File: src/rtl/fb_write_arbiter.sv
`default_nettype none
// ============================================================================
// Module   : fb_write_arbiter
// Purpose  : Shares the single write port of the frame-buffer RAM among
//            NUM_REQ pixel producers. Each producer posts a burst command
//            (start address, length); grants are issued round-robin and the
//            granted producer streams pixels over valid/ready. Writes use
//            auto-incrementing addresses that wrap at FB_DEPTH.
// Ports    : vga_clk, reset          - clock, synchronous active-high reset
//            req/req_addr/req_len    - per-requester burst command
//            pix_valid/pix_data      - per-requester pixel stream in
//            pix_ready               - per-requester pixel accept
//            gnt, done               - one-hot grant, one-cycle done pulse
//            vblank                  - grant qualifier (optional feature)
//            wr_en/wr_addr/wr_data   - RAM write port
//            busy                    - arbiter not idle
// Options  : FB_ARB_VBLANK_ONLY_EN - new grants only while vblank is high
// Revision : 1.0 - initial release
// ============================================================================
module fb_write_arbiter #(
    parameter int NUM_REQ       = 4,
    parameter int SCREEN_WIDTH  = 640,
    parameter int SCREEN_HEIGHT = 480,
    parameter int MAX_BURST     = 64,
    parameter int LEN_W         = $clog2(MAX_BURST + 1)
) (
    input  logic                     vga_clk,
    input  logic                     reset,
    input  logic [NUM_REQ-1:0]       req,
    input  logic [NUM_REQ*19-1:0]    req_addr,
    input  logic [NUM_REQ*LEN_W-1:0] req_len,
    input  logic [NUM_REQ-1:0]       pix_valid,
    input  logic [NUM_REQ*24-1:0]    pix_data,
    output logic [NUM_REQ-1:0]       pix_ready,
    output logic [NUM_REQ-1:0]       gnt,
    output logic [NUM_REQ-1:0]       done,
    input  logic                     vblank,
    output logic                     wr_en,
    output logic [18:0]              wr_addr,
    output logic [23:0]              wr_data,
    output logic                     busy
);

    localparam int          c_FB_DEPTH  = SCREEN_WIDTH * SCREEN_HEIGHT;
    localparam int          c_IDX_W     = (NUM_REQ > 1) ? $clog2(NUM_REQ) : 1;
    localparam logic [18:0] c_DEPTH19   = 19'(c_FB_DEPTH);
    localparam logic [18:0] c_LAST_ADDR = 19'(c_FB_DEPTH - 1);

    localparam logic [1:0] c_ST_IDLE  = 2'd0;
    localparam logic [1:0] c_ST_BURST = 2'd1;
    localparam logic [1:0] c_ST_DONE  = 2'd2;

    logic [1:0]         r_state;
    logic [NUM_REQ-1:0] r_gnt;
    logic [NUM_REQ-1:0] r_done;
    logic               r_wr_en;
    logic [18:0]        r_wr_addr;
    logic [23:0]        r_wr_data;
    logic [c_IDX_W-1:0] r_rr_ptr;
    logic [c_IDX_W-1:0] r_gidx;
    logic [18:0]        r_cur_addr;
    logic [LEN_W-1:0]   r_remaining;

    logic               w_found;
    logic [c_IDX_W-1:0] w_win;
    logic [c_IDX_W:0]   w_sum;
    logic               w_grant_ok;
    logic [18:0]        w_start;
    logic [LEN_W-1:0]   w_len;
    logic               w_beat;
    logic [c_IDX_W-1:0] w_next_ptr;

`ifdef FB_ARB_VBLANK_ONLY_EN
    assign w_grant_ok = vblank;
`else
    // vblank has no function in this build
    logic w_unused_vblank;
    assign w_unused_vblank = vblank;
    assign w_grant_ok      = 1'b1;
`endif

    // Round-robin search: descending k so the lowest offset from r_rr_ptr
    // is the last (winning) assignment.
    always_comb begin
        w_found = 1'b0;
        w_win   = '0;
        w_sum   = '0;
        for (int k = NUM_REQ - 1; k >= 0; k--) begin
            w_sum = {1'b0, r_rr_ptr} + (c_IDX_W + 1)'(k);
            if (w_sum >= (c_IDX_W + 1)'(NUM_REQ)) begin
                w_sum = w_sum - (c_IDX_W + 1)'(NUM_REQ);
            end
            if (req[w_sum[c_IDX_W-1:0]]) begin
                w_found = 1'b1;
                w_win   = w_sum[c_IDX_W-1:0];
            end
        end
    end

    assign w_start    = req_addr[19*w_win +: 19];
    assign w_len      = req_len[LEN_W*w_win +: LEN_W];
    assign w_beat     = (r_state == c_ST_BURST) && pix_valid[r_gidx];
    assign w_next_ptr = (r_gidx == c_IDX_W'(NUM_REQ - 1)) ? '0 : r_gidx + 1'b1;

    always_ff @(posedge vga_clk) begin
        if (reset) begin
            r_state     <= c_ST_IDLE;
            r_gnt       <= '0;
            r_done      <= '0;
            r_wr_en     <= 1'b0;
            r_wr_addr   <= '0;
            r_wr_data   <= '0;
            r_rr_ptr    <= '0;
            r_gidx      <= '0;
            r_cur_addr  <= '0;
            r_remaining <= '0;
        end else begin
            r_wr_en <= 1'b0;
            r_done  <= '0;
            case (r_state)
                c_ST_IDLE: begin
                    if (w_found && w_grant_ok) begin
                        r_gidx      <= w_win;
                        r_cur_addr  <= (w_start >= c_DEPTH19) ? '0 : w_start;
                        r_remaining <= w_len;
                        if (w_len == '0) begin
                            // Empty burst: straight to the done pulse
                            r_done  <= NUM_REQ'(1) << w_win;
                            r_state <= c_ST_DONE;
                        end else begin
                            r_gnt   <= NUM_REQ'(1) << w_win;
                            r_state <= c_ST_BURST;
                        end
                    end
                end
                c_ST_BURST: begin
                    if (w_beat) begin
                        r_wr_en     <= 1'b1;
                        r_wr_addr   <= r_cur_addr;
                        r_wr_data   <= pix_data[24*r_gidx +: 24];
                        r_cur_addr  <= (r_cur_addr == c_LAST_ADDR) ? '0 : r_cur_addr + 1'b1;
                        r_remaining <= r_remaining - 1'b1;
                        if (r_remaining == LEN_W'(1)) begin
                            // done is registered, so it is high throughout DONE
                            r_done  <= r_gnt;
                            r_gnt   <= '0;
                            r_state <= c_ST_DONE;
                        end
                    end
                end
                c_ST_DONE: begin
                    r_rr_ptr <= w_next_ptr;
                    r_state  <= c_ST_IDLE;
                end
                default: begin
                    r_gnt   <= '0;
                    r_state <= c_ST_IDLE;
                end
            endcase
        end
    end

    assign pix_ready = (r_state == c_ST_BURST) ? r_gnt : '0;
    assign gnt       = r_gnt;
    assign done      = r_done;
    assign wr_en     = r_wr_en;
    assign wr_addr   = r_wr_addr;
    assign wr_data   = r_wr_data;
    assign busy      = (r_state != c_ST_IDLE);

endmodule
`default_nettype wire

File: config.mk
export PLATFORM = sky130hd
export DESIGN_NAME = fb_write_arbiter
export DESIGN_NICKNAME = d
export VERILOG_FILES = /design/src/rtl/fb_write_arbiter.sv
export SDC_FILE = /design/constraint.sdc
export NUM_CORES = 1
export LEC_CHECK = 0
export BUFFER_PORTS_ARGS = -buffer_cell sky130_fd_sc_hd__buf_2
export CORE_MARGIN = 2
export CORE_UTILIZATION = 42
export DETAILED_ROUTE_END_ITERATION = 16
export HOLD_SLACK_MARGIN = 0.15
export PLACE_DENSITY = 0.77
export SYNTH_ARGS = -nofsm -noshare
export SYNTH_HDL_FRONTEND = slang
export SYNTH_SLANG_ARGS = --single-unit
File: constraint.sdc
create_clock -name vga_clk -period 3.1 [get_ports vga_clk]
set_clock_uncertainty 0.1 [all_clocks]
set_input_delay 0.93 -clock vga_clk [delete_from_list [all_inputs] [get_ports vga_clk]]
set_output_delay 0.93 -clock vga_clk [all_outputs]
set_load 0.02 [all_outputs]
# Word-level counts from Yosys, hierarchy flattened
# Index checks and enable logic that the tools add are counted.
# word_totals
mem_count,0
out_inout_bits,57
wordCells,107
mem_bits_rw,0
regBits,84
latchBits,0
rom_bits,0
in_bits,211
# op_classes
shifts,4
n_div,0
n_eq_ne,9
n_mux,48
multipliers,3
add_sub_neg,10
bitwise_logic,2
reduce_logical,11
order_cmp,10
# op_table
op,count
variable part select 96 x 8 -> 24 bit,1
2-to-1 mux 19 bit,4
variable part select 76 x 8 -> 19 bit,1
case mux 19 bit (2 select lines),1
2-to-1 mux 4 bit,9
variable part select 28 x 6 -> 7 bit,1
2-to-1 mux 2 bit,13
adder 19 x 1 -> 19 bit (second input constant),1
equality test 19 bit (second input constant),1
greater-or-equal comparator 19 bit (second input constant),1
< comparator 2 x 3 -> 1 bit (second input constant),5
2-to-1 mux 7 bit,2
case mux 7 bit (2 select lines),1
case mux 4 bit (3 select lines),1
binary-select mux 1 bit (select 2 bit),5
2-to-1 mux 1 bit,10
greater-or-equal comparator 3 bit (second input constant),3
!= test 2 bit (second input constant),4
case mux 4 bit (2 select lines),1
subtractor 2 x 1 -> 2 bit (second input constant),4
equality test 7 x 1 -> 1 bit (second input constant),1
zero test 7 bit,1
multiplier 5 x 2 -> 7 bit (first input constant),1
subtractor 7 x 1 -> 7 bit (second input constant),1
18 further kinds,24

# Longest topological paths before layout
# logic_depth
ltp_word,15
depth_mapped,12
ltp_nobuf,8

# Least setup slack after synthesis
# OpenSTA, ideal clock, no wires.
# synth_timing
kind,input -> register
start,input req[2]
end,register r_cur_addr[8]
n_path_buf,1
required_time_ns,2.866
t_arrival_ns,3.126
path_slack_ns,-0.260
stages,9
path_cell_list,nor2b_2 -> a221oi_1 -> nor2_2 -> buf_4 -> mux2i_1 -> mux2_2 -> o21a_1 -> o211ai_1 -> a21oi_1
# synth_via
elab_chain_len,12
# synth_rtl
element,line,rtl
"start, declared",29,"input logic [NUM_REQ-1:0] req,"
binary-select mux 1 bit (select 2 bit),93,if (req[w_sum[c_IDX_W-1:0]]) begin
2-to-1 mux 1 bit (implied by the code),93,
2-to-1 mux 2 bit (4 in series),93,
multiplier 5 x 2 -> 7 bit,100,assign w_start = req_addr[19*w_win +: 19];
variable part select 76 x 8 -> 19 bit,100,
greater-or-equal comparator 19 bit,124,r_cur_addr <= (w_start >= c_DEPTH19) ? '0 : w_start;
2-to-1 mux 19 bit,124,
2-to-1 mux 19 bit,122,if (w_found && w_grant_ok) begin
case mux 19 bit (2 select lines),120,case (r_state)
"end signal, assigned",124,
"end signal, assigned",141,r_cur_addr <= (r_cur_addr == c_LAST_ADDR) ? '0 : r_cur_addr + 1'b1;
"end, declared",61,logic [18:0] r_cur_addr;
# Parallel ways exist; a longest one is shown, timed or not. The select of a mux whose other input is x is not followed.
# A chain may end at the register's enable or synchronous reset.

# Final worst setup path
# layout_timing
start,input req[2]
end,"register r_gnt[0], in the netlist gnt[0]"
# layout_via
elab_chain_len,11
# layout_rtl
element,line,rtl
binary-select mux 1 bit (select 2 bit),93,
2-to-1 mux 1 bit (implied by the code),93,
2-to-1 mux 2 bit (4 in series),93,
multiplier 3 x 2 -> 5 bit,101,assign w_len = req_len[LEN_W*w_win +: LEN_W];
variable part select 28 x 6 -> 7 bit,101,
zero test 7 bit,126,if (w_len == '0) begin
!= test 2 bit (no line),n/a,
AND reduction 5 bit (no line),n/a,
"end signal, assigned",131,r_gnt <= NUM_REQ'(1) << w_win;
"end, declared",54,logic [NUM_REQ-1:0] r_gnt;
# Parallel ways exist; a longest one is shown, timed or not. The select of a mux whose other input is x is not followed.

==> reports/metrics.csv <==
metric,value,unit
crit_type,input port to flop,
total_power,3410,uW
viasPerCell,5.42,
routedWlPerCell,15.8,um
p_seq_frac,0.367,
cts_buffer_depth,2,
ys_types,61,
cts.sinks,84,
cts_hold_buf,0,
place_congestion,0.903,
drv_cap,0,
synthArstFlopShare,0,
grt_pass1_wl,28100,um
postSynthRegisterBits,84,
syn-cell-area,5370,sq um
worst_path_largest_cell_delay,0.54,ns
worstMarginPinSlew,0.843,ns
drt-initial-drc-count,376,
cp-startpoint,req[2],
die_h,117,um
clk_latency,0.33,ns
areaGrowthSynthToFinish,45.1,%
setup-violations-final,7,
ir_drop,0.272,mV
drt_first_pass_iters,5,
path_delay_family,compound AO/OA/AOI/OAI gates,
grt_util_all_layers,0.264,
dp_hpwl,14100,um
cts_buffers,9,
pwr-share-comb,0.301,
core,12600,sq um
clkPwrFrac,0.332,
max_freq,313,MHz
drc,0,
nets,1209,
drt-total-wl,18600,um
rsz0062_at_grt,yes,
synth_top_area_cell,dfxtp_1,
fp.dieW,117,um
synth.area.top_cells,"dfxtp_1, nand2_1, mux4_2",
endpoint_kind,flop,
place_inst,1146,
final_cells,1172,
synth_top_area_frac,0.313,
crit_end,gnt[0]$_SDFFE_PP0P_,
drv_slew,0,
cts_max_level,3,
grt_max_degree,48,
power.density,438,nW/um^2
gr-total-overflow,0,
finalHoldViolations,0,
placementRows,41,
start_util,0.427,
synth_edf_count,0,
power.internal,2340,uW
drtAntennaViolNets,0,
failed_checks,setup timing,
synth_fp_nets,914,
p_leak,0.00353,uW
status,finished with violations,
fin_util,0.620,
pre_cts_ws,-0.431,ns
cts.clk_slew.worst_paths,0.06,ns
swShare,0.315,
cp_max_fo,5,
fin_crit,3.20,ns
min_path_type,flop to flop,
drive_gt1_frac,0.419,
reg2reg_from,r_rr_ptr[1]$_SDFFE_PP0P_,
cp_slowest_cell,or4_4,
fin_crit_sh,1.03,
cts_tree,built,
ys.flop_type,dfxtp_1,
ys_warn_count,0,
grt_pass1_vias,5777,
slew_headroom,0.431,
netlist_instances,699,
crit_chain,"buf_8, nor2b_4, a221o_1, buf_6, and3_4, a211oi_4, o2bb2ai_4, buf_6, or4_4, a32o_1, a31o_2",
antenna_found_initial,1,
setup_slack,-0.0998,ns
root_buffer,clkbuf_16,
reg2reg_slack,0.18,ns
seq_area_frac_synth,0.313,
whs,0.350,ns
die-area,13700,sq um
num_vias,6354,
ff2ff_path_depth,10,
critical_path_buf_inv_count,3,
start_kind,input port,
p_sw,1080,uW
r2r-end,gnt[0]$_SDFFE_PP0P_,
cp_data_arrival_time,3.32,ns
cp.required,3.22,ns
path_common_cell,buf_6,
avgSynthCellArea,7.68,sq um
ios,268,
crit_cells,11,
io_buffers,266,
==> metal layers <==
layer	GRT usage	routed length, um	vias to the layer above
met2	0.489	9690	285
met1	0.309	7140	2938
met3	0.0505	1190	36
met5	0	0	-
met4	0.0824	547	0
li1	-	-	3095
==> cell type report <==
class	count	area, sq um
Inverter	6	22.5
Clock inverter	4	55.1
Timing Repair Buffer	335	1920
Sequential cell	84	1680
Tap cell	172	215
Multi-Input combinational cell	558	3630
Antenna cell	1	2.50
Clock buffer	12	267
Fill cell	1130	4780
==> worst min path at each step <==
stage / start / endpoint / slack, ns / depth (start not counted)
5_1_grt: wr_addr[6]$_SDFFE_PP0P_ / wr_addr[6]$_SDFFE_PP0P_ / 0.37 / 2
3_5_place_dp: wr_data[14]$_SDFFE_PP0P_ / wr_data[14]$_SDFFE_PP0P_ / 0.34 / 2
2_1_floorplan: r_cur_addr[18]$_SDFFE_PP0P_ / wr_addr[18]$_SDFFE_PP0P_ / 0.35 / 2
3_3_place_gp: wr_data[23]$_SDFFE_PP0P_ / wr_data[23]$_SDFFE_PP0P_ / 0.34 / 2
4_1_cts: wr_data[14]$_SDFFE_PP0P_ / wr_data[14]$_SDFFE_PP0P_ / 0.35 / 2
6_report: wr_data[14]$_SDFFE_PP0P_ / wr_data[14]$_SDFFE_PP0P_ / 0.35 / 2
==> timing repair <==
action                                 CTS  global route
gates resized for setup                 22            12
endpoints found under the hold margin    0             0
buffers inserted                         5             3
setup endpoints to repair                7            23
gates cloned                             1             0
pin swaps                                9             9
==> flip-flops by register name (all words and copies together) (netlist names) <==
name / cells
r_remaining: 7
done: 4
wr_en: 1
wr_data: 24
gnt: 4
r_rr_ptr: 2
r_cur_addr: 19
r_gidx: 2
r_state: 2
wr_addr: 19
==> kinds of logic after synthesis <==
family	after synthesis	share of synthesized area
buffers and inverters	58	0.0452
multiplexers	54	0.160
AND/OR/NAND/NOR	332	0.282
AO/OA/AOI/OAI	160	0.179
flip-flops	84	0.313
adder cells (fa/ha/maj)	4	0.00932
XOR/XNOR	7	0.0114
==> cells in the mapped netlist (all sizes together), types with 6 or more instances <==
library cell and n:
a211o 7, a211oi 7, a21oi 83, and2 9, and3 16, buf 11
clkbuf 41, dfxtp 84, inv 6, mux2i 24, mux4 25, nand2 171
nand3 44, nor2 38, nor2b 6, nor3 11, nor4 6, o21ai 26
o22ai 9, or3 7
==> per-stage QoR <==
| step | cell area [sq um] | TNS [ns] |
|---|---|---|
| 2_1_floorplan | 5400 | -1.01 |
| 3_3_place_gp | 7230 | -7.67 |
| 3_5_place_dp | 7230 | -8.95 |
| 4_1_cts | 7710 | -0.127 |
| 5_1_grt | 7790 | -1.03 |
| 6_report | 7790 | -0.443 |
==> layout by cell type, fill, tap and decap left out, types with 7 or more instances in the layout <==
master | Yosys | final
a21oi_1 | 83 | 80
o22ai_1 | 9 | 8
o21ai_0 | 26 | 26
a211o_1 | 7 | 7
nor2_1 | 37 | 37
nand2_1 | 171 | 167
and2_1 | 9 | 8
nor3_1 | 11 | 10
and3_1 | 16 | 14
dfxtp_1 | 84 | 83
clkbuf_16 | 0 | 9
mux4_2 | 25 | 25
buf_4 | 1 | 62
mux2i_1 | 24 | 21
buf_2 | 5 | 264
nand3_1 | 44 | 41
==> worst reg2reg max path, stage by stage (launching register included) <==
cell and delay (ns):
dfxtp_1 0.42, mux2i_1 0.21, nor2_1 0.07, or3_4 0.39
buf_6 0.15, a211oi_4 0.27, o2bb2ai_4 0.11, buf_6 0.12
or4_4 0.54, a32o_1 0.23, a31o_2 0.20
==> power by group through the flow <==
stage	clock (uW)	sequential (uW)	combinational, uW
2_1_floorplan	0	1290	543
3_3_place_gp	0	1270	951
3_5_place_dp	0	1270	969
4_1_cts	1150	1250	1010
5_1_grt	1200	1270	1130
6_report	1130	1250	1030
Note: power is estimated with default switching activity, not from simulation.
